**src/rtl/distance_job_dispatcher_pkg.sv**
```systemverilog
// Shared state encoding, default widths and watchdog limit for the distance job dispatcher.
package dispatcher_pkg;

  localparam int DATA_W_DEF  = 16;
  localparam int RES_W_DEF   = 32;
  localparam int DEPTH_DEF   = 4;
  localparam int TIMEOUT_DEF = 256;

  typedef enum logic [1:0] {
    IDLE      = 2'd0,
    LAUNCH    = 2'd1,
    WAIT_CLR  = 2'd2,
    WAIT_DONE = 2'd3
  } state_e;

  function automatic int level_width(input int depth);
    return $clog2(depth) + 1;
  endfunction

endpackage

```
**src/rtl/distance_job_dispatcher_if.sv**
```systemverilog
// Operand-in, control-unit and result-out signals of the dispatcher, bundled with
// a slave view for the dispatcher and a master view for whoever drives it.
interface distance_job_dispatcher_if
  import dispatcher_pkg::*;
#(
  parameter int DATA_W = DATA_W_DEF,
  parameter int RES_W  = RES_W_DEF,
  parameter int DEPTH  = DEPTH_DEF
) ();

  localparam int LVL_W = level_width(DEPTH);

  logic              in_valid;
  logic              in_ready;
  logic [DATA_W-1:0] in_x;
  logic              s;
  logic [DATA_W-1:0] x_out;
  logic              done;
  logic [RES_W-1:0]  result_in;
  logic              out_valid;
  logic              out_ready;
  logic [RES_W-1:0]  out_result;
  logic              busy;
  logic              err;
  logic [LVL_W-1:0]  level;

  modport slave (
    input  in_valid, in_x, done, result_in, out_ready,
    output in_ready, s, x_out, out_valid, out_result, busy, err, level
  );

  modport master (
    output in_valid, in_x, done, result_in, out_ready,
    input  in_ready, s, x_out, out_valid, out_result, busy, err, level
  );

endinterface

```
**src/rtl/distance_job_dispatcher_job_fifo.sv**
```systemverilog
// Operand FIFO: pointers carry an extra wrap bit so full and empty are distinguishable
// without a counter; the occupancy is kept in its own register so it leaves as a flop.
module job_fifo
  import dispatcher_pkg::*;
#(
  parameter int DATA_W = DATA_W_DEF,
  parameter int DEPTH  = DEPTH_DEF
) (
  input  logic                          clk_i,
  input  logic                          rst_ni,
  input  logic                          push_i,
  input  logic [DATA_W-1:0]             din_i,
  input  logic                          pop_i,
  output logic [DATA_W-1:0]             dout_o,
  output logic                          full_o,
  output logic                          empty_o,
  output logic [level_width(DEPTH)-1:0] level_o
);

  localparam int AW = $clog2(DEPTH);
  localparam int PW = AW + 1;
  localparam logic [PW-1:0] PTR_ONE  = {{AW{1'b0}}, 1'b1};
  localparam logic [PW-1:0] PTR_ZERO = {PW{1'b0}};

  logic [DATA_W-1:0] mem_q [DEPTH];
  logic [PW-1:0]     wr_ptr_q, wr_ptr_d;
  logic [PW-1:0]     rd_ptr_q, rd_ptr_d;
  logic [PW-1:0]     level_q,  level_d;
  logic              do_push_s;
  logic              do_pop_s;

  assign full_o    = (wr_ptr_q[AW] != rd_ptr_q[AW]) && (wr_ptr_q[AW-1:0] == rd_ptr_q[AW-1:0]);
  assign empty_o   = (wr_ptr_q == rd_ptr_q);
  assign do_push_s = push_i && !full_o;
  assign do_pop_s  = pop_i && !empty_o;
  assign dout_o    = mem_q[rd_ptr_q[AW-1:0]];
  assign level_o   = level_q;

  // Pointer and occupancy next-state.
  always_comb begin
    wr_ptr_d = wr_ptr_q;
    rd_ptr_d = rd_ptr_q;
    level_d  = level_q;
    if (do_push_s) begin
      wr_ptr_d = wr_ptr_q + PTR_ONE;
    end else begin
      wr_ptr_d = wr_ptr_q;
    end
    if (do_pop_s) begin
      rd_ptr_d = rd_ptr_q + PTR_ONE;
    end else begin
      rd_ptr_d = rd_ptr_q;
    end
    case ({do_push_s, do_pop_s})
      2'b10:   level_d = level_q + PTR_ONE;
      2'b01:   level_d = level_q - PTR_ONE;
      default: level_d = level_q;
    endcase
  end

  // Pointer and occupancy registers.
  always_ff @(posedge clk_i or negedge rst_ni) begin
    if (!rst_ni) begin
      wr_ptr_q <= PTR_ZERO;
      rd_ptr_q <= PTR_ZERO;
      level_q  <= PTR_ZERO;
    end else begin
      wr_ptr_q <= wr_ptr_d;
      rd_ptr_q <= rd_ptr_d;
      level_q  <= level_d;
    end
  end

  // Storage array; stale entries are unreachable once the pointers reset.
  always_ff @(posedge clk_i) begin
    if (do_push_s) begin
      mem_q[wr_ptr_q[AW-1:0]] <= din_i;
    end
  end

endmodule

```
**src/rtl/distance_job_dispatcher.sv**
```systemverilog
// Dispatcher top: queues operands, launches one control-unit job per operand, collects the
// distance result behind a valid/ready output and aborts jobs that overrun the watchdog.
module distance_job_dispatcher
  import dispatcher_pkg::*;
#(
  parameter int DATA_W  = DATA_W_DEF,
  parameter int RES_W   = RES_W_DEF,
  parameter int DEPTH   = DEPTH_DEF,
  parameter int TIMEOUT = TIMEOUT_DEF
) (
  input  logic                      clk,
  input  logic                      reset,
  distance_job_dispatcher_if.slave  bus
);

  localparam int LW   = level_width(DEPTH);
  localparam int WD_W = $clog2(TIMEOUT + 1);
  localparam logic [WD_W-1:0] WD_ZERO = {WD_W{1'b0}};
  localparam logic [WD_W-1:0] WD_ONE  = {{(WD_W-1){1'b0}}, 1'b1};
  localparam logic [WD_W-1:0] WD_LAST = WD_W'(TIMEOUT - 1);

  state_e            state_q, state_d;
  logic [WD_W-1:0]   wd_q,    wd_d;
  logic [DATA_W-1:0] x_q,     x_d;
  logic [RES_W-1:0]  res_q,   res_d;
  logic              s_q,     s_d;
  logic              err_q,   err_d;
  logic              ov_q,    ov_d;

  logic              push_s;
  logic              pop_s;
  logic              capture_s;
  logic              fifo_full_s;
  logic              fifo_empty_s;
  logic [DATA_W-1:0] fifo_dout_s;
  logic [LW-1:0]     fifo_level_s;

  assign push_s = bus.in_valid && !fifo_full_s;

  job_fifo #(
    .DATA_W (DATA_W),
    .DEPTH  (DEPTH)
  ) u_job_fifo (
    .clk_i   (clk),
    .rst_ni  (reset),
    .push_i  (push_s),
    .din_i   (bus.in_x),
    .pop_i   (pop_s),
    .dout_o  (fifo_dout_s),
    .full_o  (fifo_full_s),
    .empty_o (fifo_empty_s),
    .level_o (fifo_level_s)
  );

  // Job sequencing and watchdog; a done held high behind a full output is a stall, not time spent.
  always_comb begin
    state_d   = state_q;
    wd_d      = wd_q;
    x_d       = x_q;
    s_d       = 1'b0;
    err_d     = 1'b0;
    pop_s     = 1'b0;
    capture_s = 1'b0;
    case (state_q)
      IDLE: begin
        if (!fifo_empty_s) begin
          pop_s   = 1'b1;
          x_d     = fifo_dout_s;
          s_d     = 1'b1;
          state_d = LAUNCH;
        end else begin
          state_d = IDLE;
        end
      end
      LAUNCH: begin
        wd_d    = WD_ZERO;
        state_d = WAIT_CLR;
      end
      WAIT_CLR: begin
        if (wd_q == WD_LAST) begin
          err_d   = 1'b1;
          wd_d    = WD_ZERO;
          state_d = IDLE;
        end else if (!bus.done) begin
          wd_d    = wd_q + WD_ONE;
          state_d = WAIT_DONE;
        end else begin
          wd_d    = wd_q + WD_ONE;
        end
      end
      WAIT_DONE: begin
        if (bus.done && (!ov_q || bus.out_ready)) begin
          capture_s = 1'b1;
          wd_d      = WD_ZERO;
          state_d   = IDLE;
        end else if (bus.done) begin
          wd_d      = wd_q;
        end else if (wd_q == WD_LAST) begin
          err_d     = 1'b1;
          wd_d      = WD_ZERO;
          state_d   = IDLE;
        end else begin
          wd_d      = wd_q + WD_ONE;
        end
      end
      default: begin
        wd_d    = WD_ZERO;
        state_d = IDLE;
      end
    endcase
  end

  // Result register: a fresh capture wins over the consumer draining the old one.
  always_comb begin
    ov_d  = ov_q;
    res_d = res_q;
    if (capture_s) begin
      ov_d  = 1'b1;
      res_d = bus.result_in;
    end else if (ov_q && bus.out_ready) begin
      ov_d  = 1'b0;
    end else begin
      ov_d  = ov_q;
    end
  end

  // State, watchdog and output registers.
  always_ff @(posedge clk or negedge reset) begin
    if (!reset) begin
      state_q <= IDLE;
      wd_q    <= WD_ZERO;
      x_q     <= {DATA_W{1'b0}};
      res_q   <= {RES_W{1'b0}};
      s_q     <= 1'b0;
      err_q   <= 1'b0;
      ov_q    <= 1'b0;
    end else begin
      state_q <= state_d;
      wd_q    <= wd_d;
      x_q     <= x_d;
      res_q   <= res_d;
      s_q     <= s_d;
      err_q   <= err_d;
      ov_q    <= ov_d;
    end
  end

  assign bus.in_ready   = !fifo_full_s;
  assign bus.busy       = (state_q != IDLE);
  assign bus.s          = s_q;
  assign bus.x_out      = x_q;
  assign bus.out_valid  = ov_q;
  assign bus.out_result = res_q;
  assign bus.err        = err_q;
  assign bus.level      = fifo_level_s;

endmodule

```
**src/flat_wrapper.sv**
```systemverilog
// flat-port wrapper written by rule: the top's interface ports become plain ports
module distance_job_dispatcher_flat import dispatcher_pkg::*;
#(
  parameter int DATA_W  = DATA_W_DEF,
  parameter int RES_W   = RES_W_DEF,
  parameter int DEPTH   = DEPTH_DEF,
  parameter int TIMEOUT = TIMEOUT_DEF
)
  (clk, reset, bus_in_valid, bus_in_x, bus_done, bus_result_in, bus_out_ready, bus_in_ready, bus_s, bus_x_out, bus_out_valid, bus_out_result, bus_busy, bus_err, bus_level);
  distance_job_dispatcher_if #(.DATA_W(DATA_W), .RES_W(RES_W), .DEPTH(DEPTH)) bus_i ();
  input  logic clk;
  input  logic reset;
  input wire logic [$bits(bus_i.in_valid)-1:0] bus_in_valid;
  input wire logic [$bits(bus_i.in_x)-1:0] bus_in_x;
  input wire logic [$bits(bus_i.done)-1:0] bus_done;
  input wire logic [$bits(bus_i.result_in)-1:0] bus_result_in;
  input wire logic [$bits(bus_i.out_ready)-1:0] bus_out_ready;
  output wire logic [$bits(bus_i.in_ready)-1:0] bus_in_ready;
  output wire logic [$bits(bus_i.s)-1:0] bus_s;
  output wire logic [$bits(bus_i.x_out)-1:0] bus_x_out;
  output wire logic [$bits(bus_i.out_valid)-1:0] bus_out_valid;
  output wire logic [$bits(bus_i.out_result)-1:0] bus_out_result;
  output wire logic [$bits(bus_i.busy)-1:0] bus_busy;
  output wire logic [$bits(bus_i.err)-1:0] bus_err;
  output wire logic [$bits(bus_i.level)-1:0] bus_level;
  assign bus_i.in_valid = bus_in_valid;
  assign bus_i.in_x = bus_in_x;
  assign bus_i.done = bus_done;
  assign bus_i.result_in = bus_result_in;
  assign bus_i.out_ready = bus_out_ready;
  assign bus_in_ready = bus_i.in_ready;
  assign bus_s = bus_i.s;
  assign bus_x_out = bus_i.x_out;
  assign bus_out_valid = bus_i.out_valid;
  assign bus_out_result = bus_i.out_result;
  assign bus_busy = bus_i.busy;
  assign bus_err = bus_i.err;
  assign bus_level = bus_i.level;
  distance_job_dispatcher #(.DATA_W(DATA_W), .RES_W(RES_W), .DEPTH(DEPTH), .TIMEOUT(TIMEOUT)) u_core (.clk(clk), .reset(reset), .bus(bus_i));
endmodule
```
**config.mk**
```make
export PLATFORM = sky130hd
export DESIGN_NAME = distance_job_dispatcher_flat
export DESIGN_NICKNAME = d
export VERILOG_FILES = /design/src/rtl/distance_job_dispatcher_pkg.sv /design/src/rtl/distance_job_dispatcher_if.sv /design/src/rtl/distance_job_dispatcher_job_fifo.sv /design/src/rtl/distance_job_dispatcher.sv /design/src/flat_wrapper.sv
export SDC_FILE = /design/constraint.sdc
export NUM_CORES = 1
export LEC_CHECK = 0
export CAP_MARGIN = 20
export CORE_MARGIN = 2
export CORE_UTILIZATION = 40
export DETAILED_ROUTE_END_ITERATION = 12
export HOLD_SLACK_MARGIN = 0.12
export PLACE_DENSITY = 0.61
export SLEW_MARGIN = 40
export SYNTH_ARGS = -nofsm -noshare
export SYNTH_HDL_FRONTEND = slang
export SYNTH_SLANG_ARGS = --single-unit
```
**constraint.sdc**
```tcl
create_clock -name clk -period 2.6 [get_ports clk]
set_input_delay 0.78 -clock clk [delete_from_list [all_inputs] [get_ports clk]]
set_output_delay 0.78 -clock clk [all_outputs]
set_load 0.01 [all_outputs]
```
---- Word level (Yosys, flattened, before mapping) ----
Memories as Yosys holds them, arrays and structs flattened. A register that Yosys moved wholly into a read port is not among the register bits.
Index checks and enable logic that the tools add are counted.
cells by class
  $add $sub $neg .......................... 5
  bitwise logic cells ..................... 1
  equality and inequality tests ........... 12
  multiplexer cells ....................... 24
  reductions and logical operators ........ 19
operator list
  kind                                                                      count
  9-bit 2-to-1 mux                                                          3
  9-bit one-hot mux with 3 select lines                                     1
  1-bit 2-to-1 mux                                                          12
  2-bit 2-to-1 mux                                                          5
  3-bit by 1-bit adder with 3-bit output (second input constant)            3
  9-bit by 1-bit adder with 9-bit output (second input constant)            1
  9-bit by 8-bit equality test with 1-bit output (second input constant)    1
  2-bit one-hot mux with 4 select lines                                     1
  2-bit equality test (second input constant)                               3
  1-bit logical AND                                                         6
  3-bit by 2-bit inequality test with 1-bit output (second input constant)  2
  3-bit one-hot mux with 2 select lines                                     1
  2-bit nonzero test                                                        3
  2-bit by 1-bit equality test with 1-bit output (second input constant)    2
  1-bit logical NOT                                                         4
  2-bit AND reduction                                                       2
  3-bit equality test                                                       1
  3-bit by 1-bit inequality test with 1-bit output (second input constant)  1
  3-bit AND reduction                                                       1
  3-bit nonzero test                                                        1
  3-bit by 1-bit subtractor with 3-bit output (second input constant)       1
  2-bit equality test                                                       1
  2-bit logical NOT                                                         1
  1-bit one-hot mux with 2 select lines                                     1
  3 further kinds                                                           3
word-level totals
  logic and storage cells ................. 71
  memories ................................ 1
  bits of input ports ..................... 53
  bits in registers ....................... 55
  RAM bits ................................ 64
memory list
  name                     depth  bits a word  rd ports  clocked after Yosys merged registers in  write ports  line                                    text
  u_core.u_job_fifo.mem_q  4      16           1         1                                        1            distance_job_dispatcher_job_fifo.sv:25  logic [DATA_W-1:0] mem_q [DEPTH];

---- Logic depth before layout (Yosys ltp) ----
Gate-level depths: netlist of the first run.
  depth in word-level cells ............... 7
  depth in mapped cells ................... 10
  depth with buffers taken out ............ 8

---- By module ----
Synthesis of the first run repeated with hierarchy kept, for this count alone.
second synthesis, totals
  cells, all modules ...................... 331
  area, all modules ....................... 5,666.7 µm²
by module, submodules not included
  module                   seq. area each (µm²)  area each (µm²)  instances  cells an instance
  job_fifo                 2,147.1               3,010.4          1          147
  distance_job_dispatcher  1,551.5               2,656.3          1          184

---- Least setup slack after synthesis of the first run ----
OpenSTA, ideal clock, no wires.
  path kind ............................... reg-to-reg
  from .................................... register u_core.u_job_fifo.rd_ptr_q[0]
  to ...................................... register u_core.u_job_fifo.level_q[1] (netlist: u_core.u_job_fifo.level_o[1])
  setup slack ............................. 426 ps
  setup time .............................. 125 ps
  arrival time ............................ 2,049 ps
  period minus slack after synthesis ...... 2,174 ps
  required time ........................... 2,475 ps
  buffers on the path ..................... 1
  cell stages (with the launch flop) ...... 8
  path through ............................ dfrtp_1 buf_6 xnor2_1 nand3b_1 nand2_2 ha_1 fa_1 mux2_2
on the way
  word-level cells in the longest chain between the ends .. 7
ends and longest elaborated chain
  element                                                                                line                                    text
  start, declared                                                                        distance_job_dispatcher_job_fifo.sv:27  logic [PW-1:0] rd_ptr_q, rd_ptr_d;
  start signal, assigned                                                                 distance_job_dispatcher_job_fifo.sv:69  rd_ptr_q <= rd_ptr_d;
  2-bit equality test (*)                                                                distance_job_dispatcher_job_fifo.sv:32  assign full_o = (wr_ptr_q[AW] != rd_ptr_q[AW]) && (wr_ptr_q[AW-1:0] == rd_ptr_q[AW-1:0]);
  1-bit logical AND (*)                                                                  distance_job_dispatcher_job_fifo.sv:32
  1-bit logical NOT (*)                                                                  -
  net bus_in_ready                                                                       flat_wrapper.sv:18                      output wire logic [$bits(bus_i.in_ready)-1:0] bus_in_ready;
  1-bit logical AND                                                                      distance_job_dispatcher.sv:38           assign push_s = bus.in_valid && !fifo_full_s;
  1-bit logical AND (*)                                                                  distance_job_dispatcher_job_fifo.sv:34  assign do_push_s = push_i && !full_o;
  2-bit by 1-bit equality test with 1-bit output or 2-bit equality test (tied branches)  distance_job_dispatcher_job_fifo.sv:54  case ({do_push_s, do_pop_s})
  3-bit one-hot mux with 2 select lines (*)                                              distance_job_dispatcher_job_fifo.sv:54
  net u_core.u_job_fifo.level_d[1]                                                       distance_job_dispatcher_job_fifo.sv:28  logic [PW-1:0] level_q, level_d;
  end signal, assigned                                                                   distance_job_dispatcher_job_fifo.sv:70  level_q <= level_d;
  end, declared                                                                          distance_job_dispatcher_job_fifo.sv:28
The timed path passes the listed nets; every way through them passes the cells marked *.
A chain may end at the register's enable or synchronous reset.

---- Worst setup path after layout of the first run ----
  from .................................... register u_core.u_job_fifo.wr_ptr_q[1]
  to ...................................... output port bus_in_ready
on the way
  word-level cells in the longest chain between the ends .. 3
ends and longest elaborated chain
  element                 line                                    text
  start, declared         distance_job_dispatcher_job_fifo.sv:26  logic [PW-1:0] wr_ptr_q, wr_ptr_d;
  start signal, assigned  distance_job_dispatcher_job_fifo.sv:68  wr_ptr_q <= wr_ptr_d;
  2-bit equality test     distance_job_dispatcher_job_fifo.sv:32
  1-bit logical AND       distance_job_dispatcher_job_fifo.sv:32
  1-bit logical NOT       distance_job_dispatcher.sv:148          assign bus.in_ready = !fifo_full_s;
  end, declared           flat_wrapper.sv:18
Every way passes these cells.

==> reports/qor.tcl, run 1 <==
set qor(outcome) {complete, no violations}
set qor(critical_path.reg2reg.endpoint) {u_core.u_job_fifo.level_o[1]}
set qor(final_hpwl_from_detailed_placement_mm) 6.689
set qor(fin_util) 0.5530
set qor(synth-edff-count) 64
set qor(internal_power_mw) 6.490
set qor(grt_start_max_net_pins) 43
set qor(static-leakage-power_nw) 2.831
set qor(1st_iter_drt_viols) 95
set qor(timing.final.max_slew_violations) 0
set qor(detail_route.first_pass.iterations) 4
set qor(cts.sinks) 135
set qor(initial_utilization) 0.4110
set qor(synth.lib_cells_used.distinct) 45
set qor(r2r-start) {u_core.u_job_fifo.wr_ptr_q[1]}
set qor(max-clock-path-buffers) 2
set qor(placement.setup.worst_slack_ns) 0.05743
set qor(synth_fp_nets) 360
set qor(timing.final.hold_violations) 0
set qor(layout_worst_path_cycle_share) 0.9744
set qor(yosysWarningCount) 0
set qor(grt_setup_unrepaired) {false}
set qor(worstHoldPathType) {in -> async}
set qor(vdd_drop_max_uv) 540.3
set qor(maxSlewHeadroom) 0.6419
set qor(core-area_mm2) 0.01324
set qor(wire_per_inst_um) 16.86
set qor(routed_wire_length_mm) 10.37
set qor(netlist_instances) 299
set qor(netSwitchingFraction) 0.2884
set qor(tritoncts.num_buffers) 17
set qor(synth-main-ff-cell) {sky130_fd_sc_hd__dfrtp_1}
set qor(globalplace.congestion) 0.7899
set qor(worstSetupStartpointType) {flip-flop}
set qor(die_x_um) 120.7
set qor(yosysTopAreaCell) {sky130_fd_sc_hd__edfxtp_1}
set qor(fin_skew_ns) 0.007826
set qor(use_met1) 0.1994
set qor(syn_to_final_growth_pct) 34.55
set qor(clk_pin_slew_ns) 0.06
set qor(grt_overflow_total) 0
set qor(share_comb_of_total_power) 0.371
set qor(fraction_of_final_layout_cells_with_drive_strength_greater_than_1) 0.2528
set qor(grt_usage) 0.1540
set qor(worst-r2r-cell-count) 7
set qor(power.share.clock) 0.254
set qor(final.min_clock_period_ns) 2.533
set qor(avgSynthCellArea_um2) 18.20
set qor(wire_length_of_the_first_global_routing_pass_mm) 16.64
set qor(final_nets) 487
set qor(final_antenna_net_count) 0
set qor(fp.dieArea_mm2) 0.01456
set qor(post_dp_cell_area_mm2) 0.006715
set qor(rows) 42
set qor(grtUsageMet2) 0.2373
set qor(share_of_flip_flops_with_an_asynchronous_set_or_reset_after_synthesis) 0.5259
set qor(route.detailed.vias_per_inst) 4.876
set qor(final_cell_area_mm2) 0.007323
set qor(syn-cell-area_mm2) 0.005443
set qor(worst_skew_pair.late_latency_ns) 0.41
set qor(power.share.sequential) 0.375
set qor(final_worst_setup_slack_ns) 0.06662
set qor(crit_arrival_ns) 1.75
set qor(buffer_ports.inserted) 108
set qor(synth.yosys.seq_area_share) 0.6795
set qor(switching_power_mw) 2.630
set qor(timing.critical_path.required_ns) 1.82
set qor(critical_path.endpoint_type) {output pin}
set qor(register_to_register_setup_slack_ns) 0.49
set qor(clock.fmax_ghz) 0.3947
set qor(synth-seq-cells) 135
set qor(mostFrequentLayoutCell) {sky130_fd_sc_hd__clkdlybuf4s50_1}
set qor(drv_cap) 0
set qor(synth_area_leaders) {sky130_fd_sc_hd__edfxtp_1 35%, sky130_fd_sc_hd__dfrtp_1 33%, sky130_fd_sc_hd__mux2_2 9.1%}
set qor(grt-busiest-layer) {met2}
set qor(total_power_mw) 9.120
set qor(design.portCount) 109
set qor(max_slew.worst_pin.slew_ns) 0.5372
set qor(grt_util_met3) 0.04953
set qor(worst-path-max-fanout) 5
set qor(power_per_cell_area_mw_per_mm2) 1245
set qor(synthDominantCellAreaShare) 0.3531
set qor(final.setup.tns_ns) 0
set qor(cts-htree-levels) 4
set qor(die_height_um) 120.7
set qor(cts_tree) {done}
set qor(timing.setup.critical_path_class) {reg -> out}
set qor(report.final.setup_viol) 0
set qor(route.vias.total) 2999
set qor(antenna_found_initial) 1
set qor(final_cell_mix) {107 x sky130_fd_sc_hd__clkdlybuf4s50_1, 71 x sky130_fd_sc_hd__dfrtp_1, 64 x sky130_fd_sc_hd__edfxtp_1}
set qor(via_count_of_the_first_global_routing_pass) 3140
set qor(n_antenna_cell) 0
set qor(ctsRootBufferMaster) {sky130_fd_sc_hd__clkbuf_16}
set qor(route.detailed.drc) 0
[routing by layer]
layer / share of wire / vias to the layer above
met2: 0.47 / 104
li1: - / 1390
met5: 0.0013 / -
met1: 0.44 / 1489
met3: 0.069 / 14
met4: 0.021 / 2
[worst max-delay path: stages (launching register included)]
cell,delay [ns]
sky130_fd_sc_hd__dfrtp_1,0.44
sky130_fd_sc_hd__xnor2_2,0.22
sky130_fd_sc_hd__nand3b_1,0.17
sky130_fd_sc_hd__clkdlybuf4s50_1,0.51
[how the worst max path moves through the flow]
stage                                   from                            to  slack, ns  cells past startpoint
2_1_floorplan  u_core.u_job_fifo.rd_ptr_q[0]  u_core.u_job_fifo.level_o[1]       0.43                      7
3_3_place_gp                    bus_in_valid  u_core.u_job_fifo.level_o[2]       0.10                      7
3_5_place_dp                    bus_in_valid  u_core.u_job_fifo.level_o[2]       0.06                      7
4_1_cts        u_core.u_job_fifo.wr_ptr_q[0]                  bus_in_ready       0.03                      3
5_1_grt        u_core.u_job_fifo.wr_ptr_q[2]                  bus_in_ready      0.002                      3
6_report       u_core.u_job_fifo.wr_ptr_q[1]                  bus_in_ready       0.07                      3
[through the flow]
stage | cells | hold slack, ns
6_report | 615 | 0.3539
5_1_grt | 615 | 0.3886
4_1_cts | 614 | 0.3662
3_5_place_dp | 581 | 0.4672
3_3_place_gp | 581 | 0.4615
2_1_floorplan | 299 | 0.4569
[cells by family after synthesis]
kind of cell / after synthesis / synth area share
simple gates: 31 / 0.03678
buf+inv: 18 / 0.02575
fa+ha+maj: 8 / 0.01977
flops: 135 / 0.6795
xor+xnor: 15 / 0.02552
mux: 68 / 0.1821
compound gates: 24 / 0.03058
[synth_stat cells (all sizes together), types with 3 or more instances]
master,number
inv,5
and3,4
a31oi,3
a211oi,3
edfxtp,64
nor2,8
xnor2,12
ha,7
buf,11
mux2,52
dfrtp,71
nand2,5
mux4,16
xor2,3
o21ai,4
a21oi,8
[state kept, by name, indices dropped and copies added (netlist names)]
register                    count
u_core.u_job_fifo.rd_ptr_q      3
u_core.u_job_fifo.wr_ptr_q      3
u_core.wd_q                     9
u_core.bus.out_valid            1
u_core.bus.s                    1
u_core.bus.out_result          32
u_core.bus.x_out               16
u_core.u_job_fifo.mem_q        64
u_core.u_job_fifo.level_o       3
u_core.state_q                  2
u_core.bus.err                  1
[power by group through the flow]
stage               logic [mW]  registers, mW  clock network, mW
CTS                       3.42           3.43               2.38
finish                    3.38           3.42               2.32
global placement          3.36           3.42                  0
detailed placement        3.40           3.46                  0
global route              3.68           3.52               2.47
floorplan                 1.88           3.57                  0
[final cells by class]
cell class                      count  area [µm²]
Clock buffer                       25       518.0
Inverter                            5       18.77
Fill cell                        1075        5919
Multi-Input combinational cell    146        1614
Tap cell                          176       220.2
Timing Repair Buffer              121        1189
Sequential cell                   135        3699
Clock inverter                      7       65.06
[repair_timing]
action / CTS / global route
setup buffers: 1 / 1
resized for setup: 1 / 1
endpoints found under the setup margin: 1 / 2
hold buffers: 0 / 0
pin swaps: 0 / 2
No activity file was read; power rests on OpenSTA's default activity.
==> run 2: changes to the inputs <==
--- a/config.mk
+++ b/config.mk
@@ -5,7 +5,7 @@
 export SDC_FILE = /design/constraint.sdc
 export NUM_CORES = 1
 export LEC_CHECK = 0
-export CAP_MARGIN = 20
+export CAP_MARGIN = 10
 export CORE_MARGIN = 2
 export CORE_UTILIZATION = 40
 export DETAILED_ROUTE_END_ITERATION = 12
==> results of run 2 <==
The final DEF is identical to that of run 1; final timing and power are the same.
